$ cat src/rtl/mem_bus_arbiter_pkg.sv
// Shared types and constants for the two-master memory bus arbiter.
// The state encodings, master indices and default widths live here so the top and the picker agree on them.
package mem_bus_arbiter_pkg;

    localparam int ADDR_W_DEF = 32;
    localparam int DATA_W_DEF = 32;
    localparam int MASK_W_DEF = 8;

    localparam logic M_IFU = 1'b0;
    localparam logic M_LSU = 1'b1;

    typedef enum logic [1:0] {
        ST_IDLE = 2'd0,
        ST_REQ  = 2'd1,
        ST_RESP = 2'd2
    } state_t;

endpackage

$ cat src/rtl/mem_bus_arbiter_arb_rr2.sv
// Combinational two-way round-robin picker.
// On a tie it selects the index that did not win last time.
module arb_rr2
    import mem_bus_arbiter_pkg::*;
(
    input  logic [1:0] req,
    input  logic       last,
    output logic       gnt_idx,
    output logic       any
);

    always_comb begin
        any = |req;
        if (&req) begin
            gnt_idx = ~last;
        end else if (req[M_LSU]) begin
            gnt_idx = M_LSU;
        end else begin
            gnt_idx = M_IFU;
        end
    end

endmodule

$ cat src/rtl/mem_bus_arbiter.sv
// Arbitrates the single core memory port between IFU (master 0) and LSU (master 1).
// One transaction is outstanding at a time, and the grant is held from request through response.
module mem_bus_arbiter
    import mem_bus_arbiter_pkg::*;
#(
    parameter int ADDR_W = ADDR_W_DEF,
    parameter int DATA_W = DATA_W_DEF,
    parameter int MASK_W = MASK_W_DEF
) (
    input  logic              clk,
    input  logic              rst,

    input  logic              m0_req_valid,
    output logic              m0_req_ready,
    input  logic [ADDR_W-1:0] m0_addr,
    input  logic              m0_wen,
    input  logic [DATA_W-1:0] m0_wdata,
    input  logic [MASK_W-1:0] m0_wmask,
    output logic              m0_resp_valid,
    input  logic              m0_resp_ready,
    output logic [DATA_W-1:0] m0_rdata,
    output logic              m0_err,

    input  logic              m1_req_valid,
    output logic              m1_req_ready,
    input  logic [ADDR_W-1:0] m1_addr,
    input  logic              m1_wen,
    input  logic [DATA_W-1:0] m1_wdata,
    input  logic [MASK_W-1:0] m1_wmask,
    output logic              m1_resp_valid,
    input  logic              m1_resp_ready,
    output logic [DATA_W-1:0] m1_rdata,
    output logic              m1_err,

    output logic              s_req_valid,
    input  logic              s_req_ready,
    output logic [ADDR_W-1:0] s_addr,
    output logic              s_wen,
    output logic [DATA_W-1:0] s_wdata,
    output logic [MASK_W-1:0] s_wmask,
    input  logic              s_resp_valid,
    output logic              s_resp_ready,
    input  logic [DATA_W-1:0] s_rdata,
    input  logic              s_err,

    output logic              grant_o,
    output logic              busy_o
);

    state_t state, state_next;
    logic   grant, grant_next;
    logic   last_grant, last_next;
    logic   arb_gnt, arb_any;
    logic   sel_req_valid, sel_resp_ready;

    arb_rr2 u_arb (
        .req     ({m1_req_valid, m0_req_valid}),
        .last    (last_grant),
        .gnt_idx (arb_gnt),
        .any     (arb_any)
    );

    assign sel_req_valid  = (grant == M_LSU) ? m1_req_valid  : m0_req_valid;
    assign sel_resp_ready = (grant == M_LSU) ? m1_resp_ready : m0_resp_ready;

    // last_grant resets to LSU so the IFU wins the very first tie.
    always_ff @(posedge clk) begin
        if (rst) begin
            state      <= ST_IDLE;
            grant      <= M_IFU;
            last_grant <= M_LSU;
        end else begin
            state      <= state_next;
            grant      <= grant_next;
            last_grant <= last_next;
        end
    end

    // A request dropped in REQ is a flush: no slave transaction, and fairness history is untouched.
    always_comb begin
        state_next = state;
        grant_next = grant;
        last_next  = last_grant;
        case (state)
            ST_IDLE: begin
                if (arb_any) begin
                    state_next = ST_REQ;
                    grant_next = arb_gnt;
                end
            end
            ST_REQ: begin
                if (!sel_req_valid) begin
                    state_next = ST_IDLE;
                end else if (s_req_ready) begin
                    state_next = ST_RESP;
                    last_next  = grant;
                end
            end
            ST_RESP: begin
                if (s_resp_valid && sel_resp_ready) begin
                    state_next = ST_IDLE;
                end
            end
            default: state_next = ST_IDLE;
        endcase
    end

    always_comb begin
        s_req_valid   = 1'b0;
        s_addr        = '0;
        s_wen         = 1'b0;
        s_wdata       = '0;
        s_wmask       = '0;
        s_resp_ready  = 1'b0;
        m0_req_ready  = 1'b0;
        m1_req_ready  = 1'b0;
        m0_resp_valid = 1'b0;
        m1_resp_valid = 1'b0;
        m0_rdata      = '0;
        m1_rdata      = '0;
        m0_err        = 1'b0;
        m1_err        = 1'b0;
        case (state)
            ST_REQ: begin
                s_req_valid  = sel_req_valid;
                s_addr       = (grant == M_LSU) ? m1_addr  : m0_addr;
                s_wen        = (grant == M_LSU) ? m1_wen   : m0_wen;
                s_wdata      = (grant == M_LSU) ? m1_wdata : m0_wdata;
                s_wmask      = (grant == M_LSU) ? m1_wmask : m0_wmask;
                m0_req_ready = (grant == M_IFU) && s_req_ready;
                m1_req_ready = (grant == M_LSU) && s_req_ready;
            end
            ST_RESP: begin
                s_resp_ready = sel_resp_ready;
                if (grant == M_LSU) begin
                    m1_resp_valid = s_resp_valid;
                    m1_rdata      = s_rdata;
                    m1_err        = s_err;
                end else begin
                    m0_resp_valid = s_resp_valid;
                    m0_rdata      = s_rdata;
                    m0_err        = s_err;
                end
            end
            default: ;
        endcase
    end

    assign grant_o = grant;
    assign busy_o  = (state != ST_IDLE);

endmodule

$ cat config.mk
export PLATFORM = sky130hd
export DESIGN_NAME = mem_bus_arbiter
export DESIGN_NICKNAME = d
export VERILOG_FILES = /design/src/rtl/mem_bus_arbiter_pkg.sv /design/src/rtl/mem_bus_arbiter_arb_rr2.sv /design/src/rtl/mem_bus_arbiter.sv
export SDC_FILE = /design/constraint.sdc
export NUM_CORES = 1
export LEC_CHECK = 0
export ABC_CLOCK_PERIOD_IN_PS = 1700
export BUFFER_PORTS_ARGS = -buffer_cell sky130_fd_sc_hd__buf_2
export CAP_MARGIN = 25
export CORE_AREA = 2 2 128 130
export CTS_CLUSTER_DIAMETER = 120
export DETAILED_ROUTE_END_ITERATION = 8
export DIE_AREA = 0 0 130 132
export HOLD_SLACK_MARGIN = 0.15
export PLACE_DENSITY_LB_ADDON = 0.15
export REMOVE_ABC_BUFFERS = 1
export SLEW_MARGIN = 25
export SYNTH_ARGS = -nofsm -noshare
export SYNTH_HDL_FRONTEND = slang
export SYNTH_SLANG_ARGS = --single-unit
$ cat constraint.sdc
create_clock -name clk -period 1.7 [get_ports clk]
set_input_delay 0.34 -clock clk [delete_from_list [all_inputs] [get_ports clk]]
set_output_delay 0.34 -clock clk [all_outputs]
set_load 0.005 [all_outputs]
==> metrics.txt, run 1 <==
status=finished, violations left; violated checks=negative setup slack; met3 Use GR=about 1.8%; Cell Rows=between 40 and 50; NumNets Final=between 800 and 900; Final Core Density=between 30% and 40%; vias in the first global route=roughly 3100; GPL Wtd Cong=around 0.8; Pwr Total=around 1.8 mW; count leader, synth=nor2_1; total number of vias=roughly 3300; Synth Area in Adders=0%; Post-synth EDFFs=0; leakage=2.66 nW; fraction of layout cells with a size suffix above 1=71.2%; Top Ports=about 330; critical path's slowest cell=dfxtp_4; Worst setup EP type=output pin; Mapped Cells=268; VDD IR max=around 0.00025 V; first-pass GRT wire length=around 17000 um; Placeable Area=15700 um^2; Max-slew headroom=between 60 and 70%; Fillers=1660; crit-path max cell delay=around 360 ps; Synth area leader=mux2i_1; Die ar.=17200 um^2; dpl cells=between 800 and 900; largest net degree at the start of global routing=35; Max clock buf depth=2; synthesized area=~1800 um^2; initial antenna violation count=1; Post-Synth Simple-Gate Area=approximately 43%; Synth area leaders=mux2i_1, and2_1, nor2_1; final worst path period need=between 1500 and 2000 ps; grt ovf=0; post-synth top area share=just over 40%; Synth Register Bits=4; Post-synth ARST share=0%; antenna viol nets, final=0; Setup crit start kind=flip-flop; DP HPWL=approximately 8500 um; IO Port Bufs=333; worst path arrival time=1480 ps; CTS H-Tree Depth=1; post-synthesis cell type count=24; Clock Skews=around 0.5 ps; sequential element share of the synthesized area=~4.4%; proportion of synthesized area in mux cells=between 40% and 50%; Pins Over Slew Limit=0; Layout Area Growth over Synthesis=174%; buffers and inverters on the worst path=4; top cells by count, synth=nor2_1, mux2i_1, and2_1, buf_2; GR Util met1=between 10 and 15%; CTS tree=yes; CTS Sinks=4; Critical Path RT=between 1000 and 1500 ps; GR Util All Layers=12.4%; setup violators final=132; Least-Margin Pin Slew=about 540 ps; XOR/XNOR Fraction of Synth Area=0%; final hold viol count=0; final period utilization=107%; Root Driver=clkbuf_16; routed len/inst=approximately 15 um; total CTS buffers=3; Pre-antenna DRT Iters=4; compound-cell area share of the yosys netlist=2.59%; Min Hold Slack=~330 ps; clock latency on the worst-skew pair=approximately 220 ps; clock slew at reported path FFs=roughly 30 ps; RSZ-0062 raised after global routing=true; slack of the critical path=-115 ps; Syn. warnings=0; Avg Inst Size Synth=between 6 and 7 um^2; Fmax achieved=between 500 and 600 MHz; # diodes=0; crit-path cells=buf_12 -> buf_4 -> buf_8 -> mux2i_4 -> nor2_4 -> buf_2; Crit Path Max Fanout=8; die width=130 um; # DRC=0; Vias/cell=3.89; die height=132 um; largest family of logic cells by synthesized area=simple AND/OR/NAND/NOR gates; cell area power density=between 300 and 400 nW/um^2; max-cap violations=0; ys flop type=dfxtp_1; Initial Util=between 10% and 20%; CP top delay family=buffers and inverters; filler-free cell count of the finished design=approximately 840; DR iter-0 viols=between 50 and 60; gr busiest metal=met2; Setup CP Type=reg -> out; GR Layer Usage met2=a little over a quarter; Worst Hold Class=in -> reg; final WL=12600 um
==> stage by stage <==
stage	cell area, um^2	setup WS [ps]	setup TNS [ps]
6_report	5020	-115	-6400
5_1_grt	5020	-192	-16620
4_1_cts	4540	-118	-6690
3_5_place_dp	3740	-135	-4080
3_3_place_gp	3740	-67.9	-2210
2_1_floorplan	1680	-2500	-311820
==> state kept, by name (all words and copies together), names as in the netlist <==
signal,flops
state,2
last_grant,1
grant_o,1
==> power breakdown <==
part | switching (mW) | internal, mW
combinational | 0.570 | 0.786
sequential | 0.00614 | 0.102
clock | 0.0717 | 0.310
total | 0.647 | 1.20
==> placed cells by master (no fill, tap or decap), types with 2 or more instances in the layout <==
master / Yosys / final
clkbuf_16: 0 / 8
and2_4: 0 / 5
o21ai_0: 2 / 2
and2_1: 68 / 63
buf_4: 2 / 7
buf_16: 0 / 11
mux2i_4: 0 / 18
mux2i_1: 75 / 51
dfxtp_2: 0 / 2
buf_2: 9 / 329
buf_6: 6 / 9
nor2_1: 78 / 51
buf_12: 0 / 14
inv_1: 3 / 2
nor2_4: 0 / 13
nand2b_4: 1 / 2
nor2_2: 2 / 16
buf_8: 0 / 3
mux2i_2: 0 / 6
==> what timing repair did <==
item,in CTS,in global routing
gates cloned,14,5
pin swaps,36,17
resized for setup,48,85
hold buffers,0,0
endpoints found under the setup margin,133,143
setup buffers,16,6
==> worst paths after layout <==
check	start	to	slack, ps	depth (start not counted)
min	rst	grant_o	330	2
min reg2reg	last_grant	last_grant	540	2
max	grant_o	s_req_valid	-120	6
max reg2reg	grant_o	last_grant	150	6
==> kinds of logic after synthesis <==
family,count (synthesis)
simple gates,156
mux,75
compound gates,7
flops,4
buf+inv,26
==> per-layer routing <==
layer	wire [um]	vias to the layer above
met5	15	-
met4	10	2
met3	1080	4
met2	7280	202
met1	4220	1464
li1	-	1609
==> area by class of cell <==
cell class | count | area [um^2] | area share, %
clock buffers | 4 | 78.8 | 1.57
inverters | 3 | 11.3 | 0.224
multi-input cells | 238 | 1980 | 39.6
flip-flops and latches | 4 | 86.3 | 1.72
well taps | 216 | 270 | 5.39
repair buffers | 379 | 2590 | 51.5
Power figures use the tool's default switching activity.
==> run 2: changes to the inputs <==
Settings changed: PLACE_DENSITY_LB_ADDON 0.15 to default.
==> run 2 against run 1 <==
  * The run still ends with negative setup slack left
  * Sequential share of layout area grew 0.35 points
  * Worst hold slack gained 13 ps
  * Register-to-register slack gained 60 ps
  * Cell count shrank 2.7%
  * Largest power group unchanged
  * Final area shrank 17%
  * Setup slack gained 96 ps
==> metrics.txt, run 2 (synthesis results as in run 1) <==
total number of vias=3117 (-5.0%); # DRC=0 (unchanged); DP HPWL=7900 um (-6.8%); final period utilization=101% (-5.6 points); Max-slew headroom=83.3% (+19 points); VDD IR max=0.000202 V (-20%); setup violators final=21 (-84%); Clock Skews=1.75 ps (+1.26 ps); die height=132 um (unchanged); commonest non-fill, non-tap cell in the layout=buf_2; routed len/inst=12.7 um (-15%); DR iter-0 viols=63 (+11%); # diodes=0 (unchanged); die width=130 um (unchanged); CTS H-Tree Depth=1 (unchanged); Reg with most FFs=state; initial antenna violation count=0 (-1); Crit Path Max Fanout=7 (-1); Root Driver=clkbuf_16; Cell Rows=46 (unchanged); Pins Over Slew Limit=0 (unchanged); Initial Util=11.7% (unchanged); total CTS buffers=3 (unchanged); leakage=2.38 nW (-10%); Top Ports=334 (unchanged); clock latency on the worst-skew pair=230 ps (about the same); grt ovf=0 (unchanged); cell area power density=346 nW/um^2 (-5.9%); Worst setup EP type=output pin; Vias/cell=3.80 (-2.3%); max reg flops=2 (unchanged); worst path arrival time=1380 ps (-100 ps); GR Util All Layers=9.46% (-3.0 points); status=finished, violations left; Placeable Area=15700 um^2 (unchanged); Pre-antenna DRT Iters=4 (unchanged); GR Layer Usage met2=18.5% (-8.6 points); Setup CP Type=reg -> out; Layout Area Growth over Synthesis=128%; IO Port Bufs=333 (unchanged); Min Hold Slack=344 ps (+12.7 ps); GR Util met1=10.5% (-1.7 points); GPL Wtd Cong=0.840 (+4.0%); final WL=10400 um (-17%); gr busiest metal=met2; most frequent cells in the layout=buf_2, nor2_1, mux2i_1; antenna viol nets, final=0 (unchanged); first-pass GRT wire length=13200 um (-20%); CTS tree=yes; total negative slack=-249 ps (+6150 ps); NumNets Final=793 (-2.8%); fraction of layout cells with a size suffix above 1=62.1% (-9.0 points); Fmax achieved=582 MHz (+5.6%); Max clock buf depth=2 (unchanged); final hold viol count=0 (unchanged); clock slew at reported path FFs=30 ps (about the same); vias in the first global route=2768 (-9.5%); RSZ-0062 raised after global routing=true; Critical Path RT=1360 ps (about the same); slack of the critical path=-19.3 ps (+95.9 ps); violated checks=negative setup slack; CTS Sinks=4 (unchanged); Least-Margin Pin Slew=247 ps (-292 ps); Fillers=1737 (+4.6%); CTS Hold Bufs=0 (unchanged); Worst Hold Class=in -> reg; met3 Use GR=0.933% (-0.85 points); largest net degree at the start of global routing=61 (+74%); Die ar.=17200 um^2 (unchanged); Setup crit start kind=flip-flop; max-cap violations=0 (unchanged); final worst path period need=1720 ps (-95.9 ps)
run 2: changes by cell type in the layout (fill, tap and decap cells not counted), sizes merged:
cell	change
buf	-22
bufbuf	-1
run 2: worst paths after layout:
path | end | slack [ps] | start | cells after the start
worst max-delay path | s_wmask[5] | -20 | grant_o | 5
worst min-delay path | grant_o | 340 | rst | 2
worst max register to register | state[1] | 210 | grant_o | 6
worst min register to register | state[0] | 490 | state[1] | 1
run 2: final cells by class:
cell class                      instances  area, um^2  area share, %
Timing Repair Buffer                  356        2080           49.8
Clock buffer                            4        78.8           1.89
Inverter                                3        11.3          0.269
Multi-Input combinational cell        238        1650           39.5
Sequential cell                         4        86.3           2.07
Tap cell                              216         270           6.47
run 2: power breakdown:
| part | total, mW | internal [mW] | switching, mW |
|---|---|---|---|
| Sequential | 0.116 | 0.102 | 0.0137 |
| Clock | 0.380 | 0.310 | 0.0704 |
| Combinational | 0.951 | 0.534 | 0.417 |
| Total | 1.45 | 0.946 | 0.501 |
run 2: timing repair:
item | 4_1_cts | 5_1_grt
setup endpoints to repair | 19 | 99
setup buffers | 2 | 5
resized for setup | 7 | 20
pin swaps | 0 | 8
gates cloned | 1 | 6
run 2: metal layers:
metal / vias to the layer above / part of all wire, %
met5: - / 0
met4: 0 / 2.2
met3: 16 / 7.0
met2: 175 / 52
met1: 1376 / 39
li1: 1550 / -
run 2: critical path: stages, from the launching register on:
cell and delay, ps:
dfxtp_4 430, buf_12 160, buf_12 140, mux2i_4 240
nor2_1 50, buf_2 130
run 2: metrics by stage:
step	utilization, %	std cells	total power, mW	setup WS [ps]	area, um^2
6_report	26.6	821	1.45	-19.3	4180
5_1_grt	26.6	821	1.56	-92.2	4180
4_1_cts	24.8	810	1.37	-35.0	3890
3_5_place_dp	23.9	803	0.951	155	3750
3_3_place_gp	23.9	803	0.942	167	3750
2_1_floorplan	-	245	0.504	-2500	1680
